File: src/rtl/fpu_fp80_to_bcd_seq.sv
// FP80 -> 18-digit packed BCD store path (FBSTP): round to integer under rc, range check, double-dabble.
// Optional macro FPU_BCD_INEXACT_EN enables the inexact flag; otherwise inexact is tied to 0.
module fpu_fp80_to_bcd_seq #(
  parameter int BITS_PER_CYCLE = 1
) (
  input  logic        clk,
  input  logic        reset,
  input  logic        start,
  input  logic [79:0] fp80_in,
  input  logic [1:0]  rc,
  output logic        busy,
  output logic        done,
  output logic [79:0] bcd_out,
  output logic        invalid,
  output logic        inexact
);

  localparam int          CONV_CYCLES = 64 / BITS_PER_CYCLE;
  localparam logic [6:0]  CNT_LAST    = 7'(CONV_CYCLES - 1);
  localparam logic [63:0] BCD_MAX     = 64'd999999999999999999;
  localparam logic [79:0] BCD_INDEF   = 80'hFFFF_C000_0000_0000_0000;

  typedef enum logic [2:0] {
    S_IDLE, S_ALIGN, S_CHECK, S_CONVERT, S_DONE
  } state_t;

  state_t state_q, state_d;

  logic        sign_q, sign_d;
  logic [14:0] exp_q, exp_d;
  logic [63:0] mant_q, mant_d;
  logic [1:0]  rc_q, rc_d;
  logic [63:0] int_q, int_d;
  logic        round_q, round_d;
  logic        sticky_q, sticky_d;
  logic        inx_pend_q, inx_pend_d;
  logic [63:0] shift_q, shift_d;
  logic [71:0] acc_q, acc_d;
  logic [6:0]  cnt_q, cnt_d;
  logic [79:0] bcd_q, bcd_d;
  logic        invalid_q, invalid_d;
  logic        inexact_q, inexact_d;

  // ALIGN datapath: s = 16446 - exp is the right-shift that leaves the integer part.
  logic signed [16:0] s_amt;
  logic               align_invalid;
  logic [127:0]       frac_ext;
  logic [63:0]        int_calc;
  logic               round_calc;
  logic               sticky_calc;

  assign s_amt         = 17'sd16446 - $signed({2'b00, exp_q});
  assign align_invalid = (exp_q == 15'h7FFF) || (s_amt <= 17'sd0);
  assign frac_ext      = {mant_q, 64'd0} >> s_amt[6:0];

  always_comb begin
    int_calc    = frac_ext[127:64];
    round_calc  = frac_ext[63];
    sticky_calc = |frac_ext[62:0];
    if (s_amt > 17'sd64) begin
      int_calc    = 64'd0;
      round_calc  = 1'b0;
      sticky_calc = |mant_q;
    end
  end

  // CHECK datapath: rounding increment and range test.
  logic        incr;
  logic [63:0] rounded;
  logic        range_invalid;
  logic        inexact_calc;

  always_comb begin
    incr = 1'b0;
    unique case (rc_q)
      2'b00: incr = round_q & (sticky_q | int_q[0]);
      2'b01: incr = (round_q | sticky_q) & sign_q;
      2'b10: incr = (round_q | sticky_q) & ~sign_q;
      2'b11: incr = 1'b0;
      default: incr = 1'b0;
    endcase
  end

  assign rounded       = int_q + {63'd0, incr};
  assign range_invalid = rounded > BCD_MAX;
`ifdef FPU_BCD_INEXACT_EN
  assign inexact_calc  = round_q | sticky_q;
`else
  assign inexact_calc  = 1'b0;
`endif

  // CONVERT datapath: BITS_PER_CYCLE add-3/shift steps per clock.
  function automatic logic [71:0] add3(input logic [71:0] a);
    logic [71:0] r;
    r = a;
    for (int i = 0; i < 18; i++) begin
      if (a[4*i +: 4] >= 4'd5) r[4*i +: 4] = a[4*i +: 4] + 4'd3;
    end
    return r;
  endfunction

  logic [71:0] acc_step;
  logic [63:0] shift_step;

  always_comb begin
    acc_step   = acc_q;
    shift_step = shift_q;
    for (int i = 0; i < BITS_PER_CYCLE; i++) begin
      acc_step   = add3(acc_step);
      acc_step   = {acc_step[70:0], shift_step[63]};
      shift_step = {shift_step[62:0], 1'b0};
    end
  end

  // Next-state logic.
  always_comb begin
    state_d = state_q;
    unique case (state_q)
      S_IDLE:    if (start) state_d = S_ALIGN;
      S_ALIGN:   state_d = align_invalid ? S_DONE : S_CHECK;
      S_CHECK:   state_d = range_invalid ? S_DONE : S_CONVERT;
      S_CONVERT: if (cnt_q == CNT_LAST) state_d = S_DONE;
      S_DONE:    state_d = S_IDLE;
      default:   state_d = S_IDLE;
    endcase
  end

  // Datapath next values; result registers load on entry to DONE.
  always_comb begin
    sign_d     = sign_q;
    exp_d      = exp_q;
    mant_d     = mant_q;
    rc_d       = rc_q;
    int_d      = int_q;
    round_d    = round_q;
    sticky_d   = sticky_q;
    inx_pend_d = inx_pend_q;
    shift_d    = shift_q;
    acc_d      = acc_q;
    cnt_d      = cnt_q;
    bcd_d      = bcd_q;
    invalid_d  = invalid_q;
    inexact_d  = inexact_q;
    unique case (state_q)
      S_IDLE: begin
        if (start) begin
          sign_d = fp80_in[79];
          exp_d  = fp80_in[78:64];
          mant_d = fp80_in[63:0];
          rc_d   = rc;
        end
      end
      S_ALIGN: begin
        int_d    = int_calc;
        round_d  = round_calc;
        sticky_d = sticky_calc;
        if (align_invalid) begin
          bcd_d     = BCD_INDEF;
          invalid_d = 1'b1;
          inexact_d = 1'b0;
        end
      end
      S_CHECK: begin
        inx_pend_d = inexact_calc;
        shift_d    = rounded;
        acc_d      = 72'd0;
        cnt_d      = 7'd0;
        if (range_invalid) begin
          bcd_d     = BCD_INDEF;
          invalid_d = 1'b1;
          inexact_d = 1'b0;
        end
      end
      S_CONVERT: begin
        acc_d   = acc_step;
        shift_d = shift_step;
        cnt_d   = cnt_q + 7'd1;
        if (cnt_q == CNT_LAST) begin
          bcd_d     = {sign_q, 7'd0, acc_step};
          invalid_d = 1'b0;
          inexact_d = inx_pend_q;
        end
      end
      default: ;
    endcase
  end

  always_ff @(posedge clk or negedge reset) begin
    if (!reset) begin
      state_q    <= S_IDLE;
      sign_q     <= 1'b0;
      exp_q      <= 15'd0;
      mant_q     <= 64'd0;
      rc_q       <= 2'd0;
      int_q      <= 64'd0;
      round_q    <= 1'b0;
      sticky_q   <= 1'b0;
      inx_pend_q <= 1'b0;
      shift_q    <= 64'd0;
      acc_q      <= 72'd0;
      cnt_q      <= 7'd0;
      bcd_q      <= 80'd0;
      invalid_q  <= 1'b0;
      inexact_q  <= 1'b0;
    end else begin
      state_q    <= state_d;
      sign_q     <= sign_d;
      exp_q      <= exp_d;
      mant_q     <= mant_d;
      rc_q       <= rc_d;
      int_q      <= int_d;
      round_q    <= round_d;
      sticky_q   <= sticky_d;
      inx_pend_q <= inx_pend_d;
      shift_q    <= shift_d;
      acc_q      <= acc_d;
      cnt_q      <= cnt_d;
      bcd_q      <= bcd_d;
      invalid_q  <= invalid_d;
      inexact_q  <= inexact_d;
    end
  end

  // Output logic.
  always_comb begin
    busy = (state_q == S_ALIGN) || (state_q == S_CHECK) || (state_q == S_CONVERT);
    done = (state_q == S_DONE);
  end

  assign bcd_out = bcd_q;
  assign invalid = invalid_q;
  assign inexact = inexact_q;

endmodule
File: config.mk
export PLATFORM = sky130hd
export DESIGN_NAME = fpu_fp80_to_bcd_seq
export DESIGN_NICKNAME = d
export VERILOG_FILES = /design/src/rtl/fpu_fp80_to_bcd_seq.sv
export SDC_FILE = /design/constraint.sdc
export NUM_CORES = 1
export LEC_CHECK = 0
export ABC_CLOCK_PERIOD_IN_PS = 4500
export BUFFER_PORTS_ARGS = -buffer_cell sky130_fd_sc_hd__clkbuf_2
export CORE_MARGIN = 4
export CORE_UTILIZATION = 45
export CTS_CLUSTER_SIZE = 25
export DETAILED_ROUTE_END_ITERATION = 7
export GPL_TIMING_DRIVEN = 0
export SLEW_MARGIN = 40
export SYNTH_ARGS = -nofsm -noshare
export SYNTH_HDL_FRONTEND = slang
export SYNTH_SLANG_ARGS = --single-unit
File: constraint.sdc
create_clock -name clk -period 4.5 [get_ports clk]
set_input_delay 0.45 -clock clk [delete_from_list [all_inputs] [get_ports clk]]
set_output_delay 0.45 -clock clk [all_outputs]
set_load 0.02 [all_outputs]
Word level (Yosys, flattened, before mapping)
Index checks and enable logic that the tools add are counted.
{"block": "totals", "wordCells": 129, "inputBits": 85, "register_bits": 376, "out_inout_bits": 84}
{"block": "op_classes", "magnitude_cmp": 21, "shifts": 1, "n_reduce_logical": 12, "bitwise_logic": 6, "add_sub_neg": 21, "n_eq_ne": 13, "muxes": 41}
{"op": "$mux 80", "n": 3}
{"op": "$pmux 80 s3", "n": 1}
{"op": "$pmux 72 s2", "n": 1}
{"op": "$pmux 64 s2", "n": 1}
{"op": "$shr 128x7->128", "n": 1}
{"op": "$ge 4x3->1 const B", "n": 18}
{"op": "$add 4x2->4 const B", "n": 17}
{"op": "$mux 4", "n": 17}
{"op": "$add 64x1->64", "n": 1}
{"op": "$gt 64x60->1 const B", "n": 1}
{"op": "$mux 64", "n": 1}
{"op": "$reduce_or 64->1", "n": 1}
{"op": "$reduce_or 63->1", "n": 1}
{"op": "$gt 16x8->1 const B", "n": 1}
{"op": "$le 16x1->1 const B", "n": 1}
{"op": "$sub 15x15->16 const A", "n": 1}
{"op": "$eq 15x15->1 const B", "n": 1}
{"op": "$mux 3", "n": 5}
{"op": "$pmux 7 s2", "n": 1}
{"op": "$pmux 3 s4", "n": 1}
{"op": "$ne 2x2->1 const B", "n": 4}
{"op": "$add 7x1->7 const B", "n": 1}
{"op": "$eq 7x6->1 const B", "n": 1}
{"op": "$mux 1", "n": 7}
{"op": "other kinds (18)", "n": 27}

Longest topological paths before layout
Gate-level depths: netlist (run 1).
{"block": "depth", "word_depth": 7, "ltp_mapped": 23, "mapped_depth_nobuf": 19}

Worst setup path after synthesis (run 1)
OpenSTA, ideal clock, no wires.
{"block": "synth_timing", "kind": "reg2reg", "startpoint": "register exp_q[0]", "endpoint": "register sticky_q", "path_buffers": 11, "period_less_slack_ns": 4.936, "arrival_ns": 4.799, "required_ns": 4.363, "stages_incl_launch_ff": 24, "slack_ns": -0.436, "setup_ns": 0.137, "path_cell_list": "dfrtp_1 -> buf_6 -> buf_6 -> buf_6 -> buf_6 -> buf_2 -> buf_2 -> inv_1 -> ha_1 -> buf_2 -> inv_2 -> buf_2 -> buf_2 -> buf_2 -> buf_2 -> mux2i_1 -> mux2i_1 -> a221oi_1 -> nand3_1 -> o21ai_0 -> a32oi_1 -> a211oi_1 -> o2111a_1 -> o211ai_1"}
{"block": "synth_between", "elab_chain_len": 4, "elab_cells_between_ends": 5, "classes_between": "add/sub (1); order compare (1); shift (1); mux (1); reduce/logical (1)"}
{"item": "from (decl)", "line_no": "30", "text": "logic [14:0] exp_q, exp_d;"}
{"item": "from (signal assigned)", "line_no": "208", "text": "exp_q <= exp_d;"}
{"item": "$sub 15x15->16 *", "line_no": "52", "text": "assign s_amt = 17'sd16446 - $signed({2'b00, exp_q});"}
{"item": "$shr 128x7->128", "line_no": "54", "text": "assign frac_ext = {mant_q, 64'd0} >> s_amt[6:0];"}
{"item": "$reduce_or 63->1", "line_no": "59", "text": "sticky_calc = |frac_ext[62:0];"}
{"item": "$mux 1 *", "line_no": "60", "text": "if (s_amt > 17'sd64) begin"}
{"item": "to (signal assigned)", "line_no": "213", "text": "sticky_q <= sticky_d;"}
{"item": "to (decl)", "line_no": "35", "text": "logic sticky_q, sticky_d;"}
Every way passes the cells marked *; elsewhere a longest branch is shown, timed or not.
A chain may end at the register's enable or synchronous reset.

Final worst setup path (run 1)
{"block": "layout_timing", "startpoint": "register rc_q[0]", "endpoint": "register bcd_q[29], in the netlist bcd_out[29]"}
{"block": "layout_between", "elab_chain_len": 6, "elab_cells_between_ends": 9, "classes_between": "add/sub (1); order compare (1); eq/ne (4); mux (1); reduce/logical (2)"}
{"item": "from (decl)", "line_no": "32", "text": "logic [1:0] rc_q, rc_d;"}
{"item": "from (signal assigned)", "line_no": "210", "text": "rc_q <= rc_d;"}
{"item": "$eq 2x2->1, or another cell as far along", "line_no": "75", "text": "unique case (rc_q)"}
{"item": "$pmux 1 s4 *", "line_no": "75"}
{"item": "$add 64x1->64 *", "line_no": "84", "text": "assign rounded = int_q + {63'd0, incr};"}
{"item": "$gt 64x60->1 *", "line_no": "85", "text": "assign range_invalid = rounded > BCD_MAX;"}
{"item": "$ne 2x2->1 (no source line) *"}
{"item": "$reduce_and 4->1 (no source line) *"}
{"item": "to (signal assigned)", "line_no": "202", "text": "bcd_q <= 80'd0;"}
{"item": "to (signal assigned)", "line_no": "218", "text": "bcd_q <= bcd_d;"}
{"item": "to (decl)", "line_no": "40", "text": "logic [79:0] bcd_q, bcd_d;"}
Marked as above.

==> results.txt, run 1 <==
The flow ran to the end, but the final reports show violations. The checks that failed: setup timing. Detailed routing placed a total of between 5000 and 6000 um of wire on met3. The synthesized design contains 0 enable-type register cells. The first global-routing pass estimated 142,000 um of wire.

The number of H-tree branching levels is 2. The share of the cycle needed by the critical path after routing came out at 109%. The overall die area is 57,700 sq um.

The maximum clock skew at final layout is 0.0357 ns. The number of buffer and inverter stages on the critical path is 7. The fill cell total of the finished layout came out at 4,669. For the pin with the worst max-slew slack, the measured transition is 0.999 ns. The residual overflow from global routing is 0.

The cell taking the most area after synthesis is dfrtp_1. The die boundary width is 240 um. The pin count of the biggest net entering global routing came out at 72. In this design, the stage delay of the slowest critical-path cell is 0.49 ns. The setup-violating endpoint count in the final report came out at 76. The number of cells on the critical path is 25.

The most numerous cell type found on the critical path is buf_12. Routability-driven placement finished with a final weighted congestion of between 1 and 1.5. Counting flops and latches in the post-synthesis netlist gives 368. The endpoint identified for the worst register-to-register timing path is bcd_out[29]$_DFFE_PN0P_. The net count after synthesis came out at approximately 2,600. Setup repair after global routing could not meet its margin everywhere. The overall fraction of global-route tracks in use came out at 32.3%. The number of cells on the worst reg-to-reg path came out at 25.

In the final routed layout, each cell accounts on average for 26.8 um. Headroom to the max-slew limit came out at approximately a third. STA classifies the critical path endpoint as a flip-flop. The number of routed nets with antenna violations came out at 0. The critical path is of the reg2reg type. The minimum period implied by the final worst setup slack came out at 4.90 ns. The count of final hold-check violations came out at 0. The net count of the finished layout is 2,987.

For this block, wires on met1 add up to around 40,000 um. The clock drives 368 sinks. In this run the top signal layer used is met5. The number of vias in the routed layout came out at 22,400. Grouping stages by cell kind, the critical path spends the most delay in simple AND/OR/NAND/NOR gates. The via count of the first global-routing pass came out at between 20,000 and 25,000. The CTS tree is done.

The commonest register cell after synthesis is dfrtp_1. For the worst setup path, the data arrival time is 5.37 ns. The number of slew-limit violations in the final report came to 0. STA classifies the critical path startpoint as a flip-flop.

The cell area that synthesis handed to floorplanning was roughly 24,000 sq um. Once detailed placement completed, the half-perimeter wirelength came to 72,900 um. The cell depth of the worst hold path came out at 2. The count of mapped cells out of synthesis is ~2,500. The post-place instance area came out at 26,300 sq um. The starting DRC count in detailed routing is 1,854. The buffer levels on the longest clock path came out at 3. The post-synthesis area per instance is between 9 and 10 sq um. For this run, design rule violations remaining after detail routing come to 0.

The worst setup slack after layout is -0.401 ns. The min-delay analysis places its worst path in the category in2reg. The floorplan step defined a core boundary enclosing around 53,000 sq um. The area of all sequential standard cells is 9210 sq um. The top-level I/O count is 169. The area taken by multi-input logic gates came out at 14,900 sq um. The data required time of the critical path is 4.97 ns. The worst hold path begins at fp80_in[42].

The detail-routed via count per cell came out at 6.27. The setup TNS after final layout is -21.93 ns. At the later pin of the worst-skew pair, clock insertion delay measures 0.60 ns. The achievable frequency came out at about 0.2 GHz. The clock transition time at the flip-flop clock pins of the worst setup and hold paths came out at 0.07 ns.

The count of distinct cell types in the synthesized netlist is 88. After detailed routing, the total wire length is between 90,000 and 100,000 um. After detailed placement, the design holds a cell count of 3,388.

The floorplan has 84 rows. The number of CTS-inserted buffers came out at 43. For this run, the number of standard cells in the final layout without fillers is about 3,600.

The tree is rooted in a clkbuf_16. The first-pass iteration count of the detailed router came out at 6. The layout overhead on the synthesized area is 24.0%. The met2 wire length came out at 43,800 um.

The most common cell in the synthesized netlist is dfrtp_1. The share of synthesized area occupied by flip-flops and latches came out at 38.0%. The max-capacitance violation count came out at 0. After routing the design area is 30,100 sq um.

The start of the worst register-to-register path is rc_q[0]$_DFFE_PN0P_. The commonest cells after synthesis are dfrtp_1, nand2_1, o21ai_0. Yosys printed 0 warnings. The number of port buffers came out at 167. The initial cell density of the core came out at around 46%.

Of all nets on the critical path, the largest fanout is 6. The top cell type by area accounts for 38.0% of the synthesized area. The layout cell share with drive strength beyond 1 came out at 29.1%. The async set-or-reset flop fraction in the synthesized netlist is 100%.

The number of antenna violations at the first check in global routing came to 3. The slowest stage cell on the critical path is or4_4. The path with the worst hold slack has its endpoint at mant_q[42]$_DFFE_PN0P_. In this run the register-to-register setup slack is -0.40 ns. The floorplan step set the die height to 240 um. After synthesis, the cell types taking the most area are dfrtp_1, mux2_2, mux2i_1, mux4_2, nand2_1.
timing repair:
action	4_1_cts	5_1_grt
pin swaps	25	33
endpoints found under the hold margin	47	0
gates resized for setup	166	103
hold buffers	1	0
setup buffers	45	62
setup endpoints to repair	126	97
gates cloned	6	5
sequential cells by signal, summed over array words and instances (netlist names):
name,cells
sign_q,1
mant_q,64
round_q,1
sticky_q,1
state_q,3
int_q,64
acc_q,72
bcd_out,74
shift_q,64
cnt_q,7
exp_q,15
rc_q,2
logic make-up after synthesis:
kind of cell / after synthesis / synth area share (%)
AOI/OAI and AO/OA: 592 / 15.8
xor gates and xnor gates: 103 / 3.78
adders and majority gates: 43 / 2.22
buffers and inverters: 239 / 4.43
DFF: 368 / 38.0
muxes: 384 / 20.1
other: 1 / 0.0155
and+or+nand+nor: 785 / 15.7
metal layers:
layer	global-route usage (%)	vias up
met5	0	-
met4	15.6	4
met3	4.68	295
li1	-	9985
met2	51.3	974
met1	43.6	11200
layout make-up:
class,count,share of cell area [%]
Buffer,184,3.97
Clock inverter,21,0.974
Antenna cell,1,0.00832
Multi-Input combinational cell,1909,49.6
Inverter,53,0.699
Clock buffer,53,3.94
Sequential cell,368,30.6
Timing Repair Buffer,300,7.34
Tap cell,688,2.86
worst max path at each step:
| stage | start | endpoint |
|---|---|---|
| after floorplan | exp_q[0]$_DFFE_PN0P_ | sticky_q$_DFFE_PN0P_ |
| after global placement | reset | bcd_out[5]$_DFFE_PN0P_ |
| after detailed placement | exp_q[0]$_DFFE_PN0P_ | sticky_q$_DFFE_PN0P_ |
| after CTS | rc_q[0]$_DFFE_PN0P_ | bcd_out[25]$_DFFE_PN0P_ |
| after global routing | rc_q[0]$_DFFE_PN0P_ | bcd_out[29]$_DFFE_PN0P_ |
| final | rc_q[0]$_DFFE_PN0P_ | bcd_out[29]$_DFFE_PN0P_ |
layout by cell type (no fill, tap or decap), types with 46 or more instances in the layout:
cell	n
mux4_2	48
inv_1	48
buf_4	104
clkbuf_2	189
a21oi_1	128
nand3_1	80
o21ai_0	160
nor2_1	145
nand2_1	275
mux2i_1	120
mux2_4	58
clkbuf_16	46
xor2_1	47
mux2_2	141
dfrtp_1	368
clkbuf_1	87
per-stage QoR:
step / hold WS, ns / setup slack [ns] / util, %
3_5_place_dp: 0.454 / -1.96 / 49.7
2_1_floorplan: 0.154 / 0.00738 / -
5_1_grt: 0.0833 / -0.579 / 56.8
4_1_cts: 0.0622 / -0.490 / 55.0
3_3_place_gp: 0.462 / -5.04 / 49.1
6_report: 0.0793 / -0.401 / 56.8
Power of run 1 is not shown: default switching activity piles up to over one toggle a cycle in this logic, so the estimate is an artifact.
==> run 2, diff against run 1 <==
TNS_END_PERCENT = 50   (was unset)
==> run 2 against run 1 <==
Net effect: the run still ends with setup timing left; critical path depth is the same; flip-flop and latch count is the same; die area is the same; critical endpoint unchanged; highest routed layer unchanged.
==> results.txt, run 2 (same netlist as run 1, synthesis figures left out) <==
The max-capacitance violation count came out at 0 (unchanged). The post-place instance area is 26,300 sq um (unchanged). The endpoint kind of the worst setup timing path is a flip-flop (unchanged). The overall die area is 57,700 sq um (unchanged).

The category of the worst setup path launch point was a flip-flop (unchanged). The number of vias in the routed layout came out at 22,400 (about the same). The via count of the first global-routing pass is 22,100 (about the same). The layout overhead on the synthesized area is 24.2% (was 24.0%). The number of H-tree branching levels is 2 (unchanged). Top library cells by usage in the layout, fill and taps aside: dfrtp_1, nand2_1, clkbuf_2 (unchanged). The startpoint of the worst hold path was fp80_in[42] (unchanged).

The biggest fanout along the worst timing path came out at 6 (unchanged). The die boundary width is 240 um (unchanged). The setup slack on the worst flop-to-flop path came to -0.40 ns (about the same). The terminating pin of the worst hold path is mant_q[42]$_DFFE_PN0P_ (unchanged). The data required time of the critical path came out at 4.97 ns (about the same). The buffer levels on the longest clock path is 3 (unchanged).

The number of clock sinks seen by CTS came out at 368 (unchanged). The setup-violating endpoint count in the final report is 75 (was 76). The final hold slack came out at 0.0791 ns (was 0.0793 ns). The worst setup slack after layout came out at -0.401 ns (about the same). The startpoint of the worst setup timing path is rc_q[0]$_DFFE_PN0P_ (unchanged).

The number of CTS-inserted buffers is 43 (unchanged). The clock network latency to the later pin of the worst-skew pair is 0.60 ns (about the same). The achievable frequency is 0.204 GHz (about the same). The residual overflow from global routing is 0 (unchanged). The final HPWL from detailed placement is 72,900 um (unchanged).

The minimum period implied by the final worst setup slack is 4.90 ns (about the same). The data arrival time at the worst-slack endpoint is 5.37 ns (about the same). The detail-routed via count per cell came out at 6.25 (was 6.27). The fill cell total of the finished layout was 4,662 (was 4,669). The clock root buffer is clkbuf_16 (unchanged).

The initial cell density of the core came out at 45.8% (unchanged). The number of antenna violations at the first check in global routing came out at 3 (unchanged). The actual slew at the worst max-slew pin was 0.952 ns (was 0.999 ns). The slowest stage cell on the critical path is or4_4 (unchanged). The count of final hold-check violations is 0 (unchanged). The number of slew-limit violations in the final report was 0 (unchanged).

The starting DRC count in detailed routing came out at 1,881 (was 1,854). The peak per-stage delay on the critical path is 0.50 ns (was 0.49 ns). The number of flip-flops in the largest register is 74 (unchanged).

The average detailed-routed wire length per instance came out at 26.7 um (was 26.8 um). The die extent in y is 240 um (unchanged). The worst slew slack as a fraction of its limit came out at 36.3% (was 33.2%).

The overall fraction of global-route tracks in use was 32.2% (was 32.3%). Outcome: finished with violations (unchanged). The cell depth of the worst hold path is 2 (unchanged). Unrepaired setup endpoints after global routing: yes (unchanged). The area of the core came out at 53,000 sq um (unchanged).

The number of cells on the critical path is 25 (unchanged). The number of placement rows is 84 (unchanged). The number of buffer and inverter stages on the critical path came out at 7 (unchanged).

The maximum clock skew at final layout came to 0.0336 ns (was 0.0357 ns). The most frequent standard cell in the layout excluding fill and tap cells is dfrtp_1 (unchanged). The startpoint-to-endpoint class of the critical path is reg2reg (unchanged). The final estimated routing congestion in global placement is 1.00 (unchanged). The net count of the finished layout came out at 2,993 (was 2,987). The number of port buffers came out at 167 (unchanged).

The cell family with the largest share of critical-path delay is simple AND/OR/NAND/NOR gates (unchanged). The DRC violations left is 0 (unchanged). The overall routed net length is 95,500 um (was 95,700 um). The wire length of the first global-routing pass is 142,000 um (about the same).

The most repeated library cell on the critical path is buf_12 (unchanged). The clock transition time at the flip-flop clock pins of the worst setup and hold paths is 0.07 ns (about the same). The share of the cycle needed by the critical path after routing came out at 109% (about the same). The capture point of the worst reg-to-reg path is bcd_out[29]$_DFFE_PN0P_ (unchanged). The number of routed nets with antenna violations came out at 0 (unchanged). The design area came out at 30,100 sq um (about the same). The classification of the worst-slack hold path is in2reg (unchanged). The first-pass iteration count of the detailed router is 6 (unchanged). The start of the worst register-to-register path is rc_q[0]$_DFFE_PN0P_ (unchanged).

Violations in the final reports: setup timing (unchanged). The layout cell share with drive strength beyond 1 is 29.2% (was 29.1%). The number of cells on the worst reg-to-reg path is 25 (unchanged). The CTS tree is done (unchanged). The pin count of the biggest net entering global routing came out at 72 (unchanged). The top-level I/O count is 169 (unchanged).
[run 2: layer usage]
| layer | wire length (um) | track usage (%) |
|---|---|---|
| met5 | 27 | 0 |
| met4 | 5200 | 15.5 |
| met3 | 5840 | 4.68 |
| met2 | 44000 | 51.4 |
| met1 | 40500 | 43.5 |
[run 2: timing repair]
| item | CTS | global route |
|---|---|---|
| cloned | 6 | 2 |
| pin swaps | 25 | 36 |
| gates resized for setup | 158 | 126 |
| setup buffers | 44 | 71 |
| hold buffers | 1 | 0 |
| endpoints found under the setup margin | 126 | 97 |
| hold endpoints to repair | 47 | 0 |
[run 2: metrics by stage]
stage / TNS (ns) / util (%) / setup slack (ns) / cells
6_report: -21.56 / 56.8 / -0.401 / 3583
3_3_place_gp: -1989.63 / 49.1 / -5.04 / 3370
5_1_grt: -33.34 / 56.8 / -0.578 / 3583
2_1_floorplan: 0 / - / 0.00738 / 2515
3_5_place_dp: -119.24 / 49.7 / -1.96 / 3388
4_1_cts: -29.77 / 54.9 / -0.488 / 3513
[run 2: how the worst max path moves through the flow]
stage	slack (ns)	to
floorplan	0.007	sticky_q$_DFFE_PN0P_
global placement	-5.04	bcd_out[5]$_DFFE_PN0P_
detailed placement	-1.96	sticky_q$_DFFE_PN0P_
CTS	-0.49	bcd_out[25]$_DFFE_PN0P_
global route	-0.58	bcd_out[29]$_DFFE_PN0P_
finish	-0.40	bcd_out[29]$_DFFE_PN0P_
[run 2: area by class of cell]
| class | count | area [sq um] | area share (%) |
|---|---|---|---|
| Sequential cell | 368 | 9210 | 30.6 |
| Inverter | 53 | 224 | 0.744 |
| Timing Repair Buffer | 307 | 2230 | 7.42 |
| Multi-Input combinational cell | 1908 | 14900 | 49.5 |
| Buffer | 184 | 1210 | 4.02 |
| Clock buffer | 53 | 1180 | 3.93 |
| Tap cell | 688 | 861 | 2.86 |
| Antenna cell | 1 | 2.50 | 0.00831 |
| Clock inverter | 21 | 293 | 0.972 |
Power of run 2 is left out for the same reason.
==> run 3, diff against run 2 <==
PLACE_DENSITY = 0.73   (was unset)
==> run 3 against run 2 <==
Net effect: the flow still finishes with violations (setup timing); sequential share of layout area is 0.91 points higher; count of clock-buffer cells in the layout rose by 8; first-iteration DRC count is 22% higher; register-to-register slack improved by 0.07 ns; critical path type unchanged; worst hold slack gained 0.00089 ns.
==> results.txt, run 3 (same netlist as run 1, synthesis figures left out) <==
The endpoint kind of the worst setup timing path is a flip-flop (unchanged). The number of vias in the routed layout is 22,300 (was 22,400). The first-pass iteration count of the detailed router is 6 (unchanged). The overall fraction of global-route tracks in use is 31.4% (was 32.2%).

The number of clock sinks seen by CTS came out at 368 (unchanged). The share of the cycle needed by the critical path after routing is 107% (was 109%). The overall die area came out at 57,700 sq um (unchanged).

The final hold slack is 0.0800 ns (was 0.0791 ns). The final HPWL from detailed placement is 71,600 um (was 72,900 um). The average detailed-routed wire length per instance is 26.3 um (was 26.7 um). The area of the core was 53,000 sq um (unchanged). The layout overhead on the synthesized area is 20.6% (was 24.2%).

The startpoint of the worst setup timing path is exp_q[0]$_DFFE_PN0P_ (was rc_q[0]$_DFFE_PN0P_). The wire length of the first global-routing pass came out at 139,000 um (was 142,000 um). The startpoint-to-endpoint class of the critical path is reg2reg (unchanged). The top-level I/O count is 169 (unchanged). The number of antenna violations at the first check in global routing is 0 (was 3). The number of H-tree branching levels came out at 2 (unchanged).

The net count of the finished layout is 2,935 (was 2,993). Outcome: finished with violations (unchanged). The post-place instance area is 26,300 sq um (about the same). The detail-routed via count per cell came out at 6.31 (was 6.25). The buffer levels on the longest clock path is 3 (unchanged). The number of port buffers came out at 167 (unchanged).

The actual slew at the worst max-slew pin came out at 0.932 ns (was 0.952 ns). The achievable frequency came out at 0.207 GHz (was 0.204 GHz). The fill cell total of the finished layout came out at 4,679 (was 4,662). The starting DRC count in detailed routing came out at 2,300 (was 1,881). Violations in the final reports: setup timing (unchanged). The share of the core filled with cells in the final layout is 55.2% (was 56.8%). The design area was 29,200 sq um (was 30,100 sq um). The die boundary width came out at 240 um (unchanged). The overall routed net length is 92,800 um (was 95,500 um). The number of flip-flops in the largest register came out at 74 (unchanged). The signal on the critical path passes through buf_6 -> buf_12 -> buf_12 -> buf_12 -> buf_12 -> buf_12 -> clkinvlp_4 -> ha_4 -> buf_6 -> inv_6 -> buf_12 -> buf_8 -> buf_8 -> o21ai_0 -> a222oi_1 -> o221a_2 -> or4b_4 -> nor3_4 -> o2111a_1 -> o211ai_1. The antenna cell count is 0 (was 1). Unrepaired setup endpoints after global routing: yes (unchanged). The setup-violating endpoint count in the final report came out at 76 (was 75). The start of the worst register-to-register path is exp_q[0]$_DFFE_PN0P_ (was rc_q[0]$_DFFE_PN0P_). The worst slew slack as a fraction of its limit came out at 37.9% (was 36.3%). Top library cells by usage in the layout, fill and taps aside: dfrtp_1, nand2_1, clkbuf_2 (unchanged). The clock root buffer is clkbuf_16 (unchanged). The classification of the worst-slack hold path was in2reg (unchanged). The initial cell density of the core came out at 45.8% (unchanged). The startpoint of the worst hold path is fp80_in[64] (was fp80_in[42]). The die extent in y is 240 um (unchanged). The maximum clock skew at final layout came to 0.0307 ns (was 0.0336 ns).

The number of CTS-inserted buffers came out at 40 (was 43). The via count of the first global-routing pass came to 22,100 (about the same). The number of placement rows is 84 (unchanged). The most frequent standard cell in the layout excluding fill and tap cells is dfrtp_1 (unchanged). The residual overflow from global routing came out at 0 (unchanged).

The biggest fanout along the worst timing path came out at 10 (was 6). The setup slack on the worst flop-to-flop path came out at -0.33 ns (was -0.40 ns). The final estimated routing congestion in global placement is 1.03 (was 1.00).

The area taken by multi-input logic gates is 14,700 sq um (was 14,900 sq um). The most repeated library cell on the critical path was buf_12 (unchanged). The data arrival time at the worst-slack endpoint came out at 5.28 ns (was 5.37 ns). The setup TNS after final layout is -18.70 ns (was -21.56 ns). The clock transition time at the flip-flop clock pins of the worst setup and hold paths came out at 0.06 ns (was 0.07 ns). The area of all sequential standard cells was 9210 sq um (unchanged). The pin count of the biggest net entering global routing came to 70 (was 72). The CTS tree is done (unchanged). The peak per-stage delay on the critical path is 0.69 ns (was 0.50 ns). The data required time of the critical path is 4.95 ns (was 4.97 ns).

The worst setup slack after layout came out at -0.328 ns (was -0.401 ns). The clock network latency to the later pin of the worst-skew pair came to 0.60 ns (about the same). The slowest stage cell on the critical path is a222oi_1 (was or4_4). The minimum period implied by the final worst setup slack came out at 4.83 ns (was 4.90 ns). The count of final hold-check violations is 0 (unchanged). The number of slew-limit violations in the final report is 0 (unchanged). The DRC violations left was 0 (unchanged). The number of routed nets with antenna violations came out at 0 (unchanged). The max-capacitance violation count came out at 0 (unchanged). The category of the worst setup path launch point is a flip-flop (unchanged). The layout cell share with drive strength beyond 1 came to 26.2% (was 29.2%).
## run 3: changes by cell type in the layout (fill, tap and decap cells not counted), sizes merged
| cell | delta |
|---|---|
| clkbuf | +3 |
| bufbuf | -1 |
| diode | -1 |
| bufinv | -1 |
| clkdlybuf4s15 | +1 |
| buf | -50 |
| clkinv | -3 |
| inv | -4 |
## run 3: what timing repair did
| item | 4_1_cts | 5_1_grt |
|---|---|---|
| pin swaps | 33 | 18 |
| setup buffers | 45 | 16 |
| cloned | 5 | 1 |
| endpoints found under the setup margin | 124 | 93 |
| gates resized for setup | 174 | 31 |
| hold buffers | 1 | 0 |
| hold endpoints to repair | 56 | 0 |
## run 3: routing by layer
layer,global-route usage (%),share of wire [%],vias up
met5,0,0,-
met4,13.9,4.9,0
met3,4.46,6.4,223
met2,52.0,48,1026
met1,41.3,41,11100
li1,-,-,9883
## run 3: cell type report
class / instances / area share [%]
inverter: 53 / 0.710
timing repair buffer: 251 / 5.84
sequential: 368 / 31.5
clock buffer: 61 / 4.07
clock inverter: 13 / 0.783
buffer: 185 / 3.93
tap: 688 / 2.94
multi-input combinational: 1908 / 50.2
## run 3: worst paths after layout
path / cells after the start / endpoint
hold reg to reg: 2 / shift_q[12]$_DFFE_PN0P_
max in group asynchronous: 5 / bcd_out[69]$_DFFE_PN0P_
setup reg to reg: 20 / sticky_q$_DFFE_PN0P_
min in group asynchronous: 2 / shift_q[30]$_DFFE_PN0P_
hold / removal: 3 / exp_q[0]$_DFFE_PN0P_
setup / recovery: 20 / sticky_q$_DFFE_PN0P_
## run 3: critical path, delay by kind of cell, from the launching register on
kind / cells / cell delay [ns]
buffers and inverters: 12 / 1.74
AND/OR/NAND/NOR: 2 / 0.78
adder cells (fa/ha/maj): 1 / 0.28
flip-flops: 1 / 0.36
AO/OA/AOI/OAI: 5 / 1.49
## run 3: per-stage QoR
stage | worst slack [ns] | instances
after floorplan | 0.00738 | 2515
after global placement | -4.86 | 3370
after detailed placement | -1.86 | 3386
after CTS | -0.363 | 3511
after global routing | -0.415 | 3527
final | -0.328 | 3527
Power of run 3 is left out for the same reason.
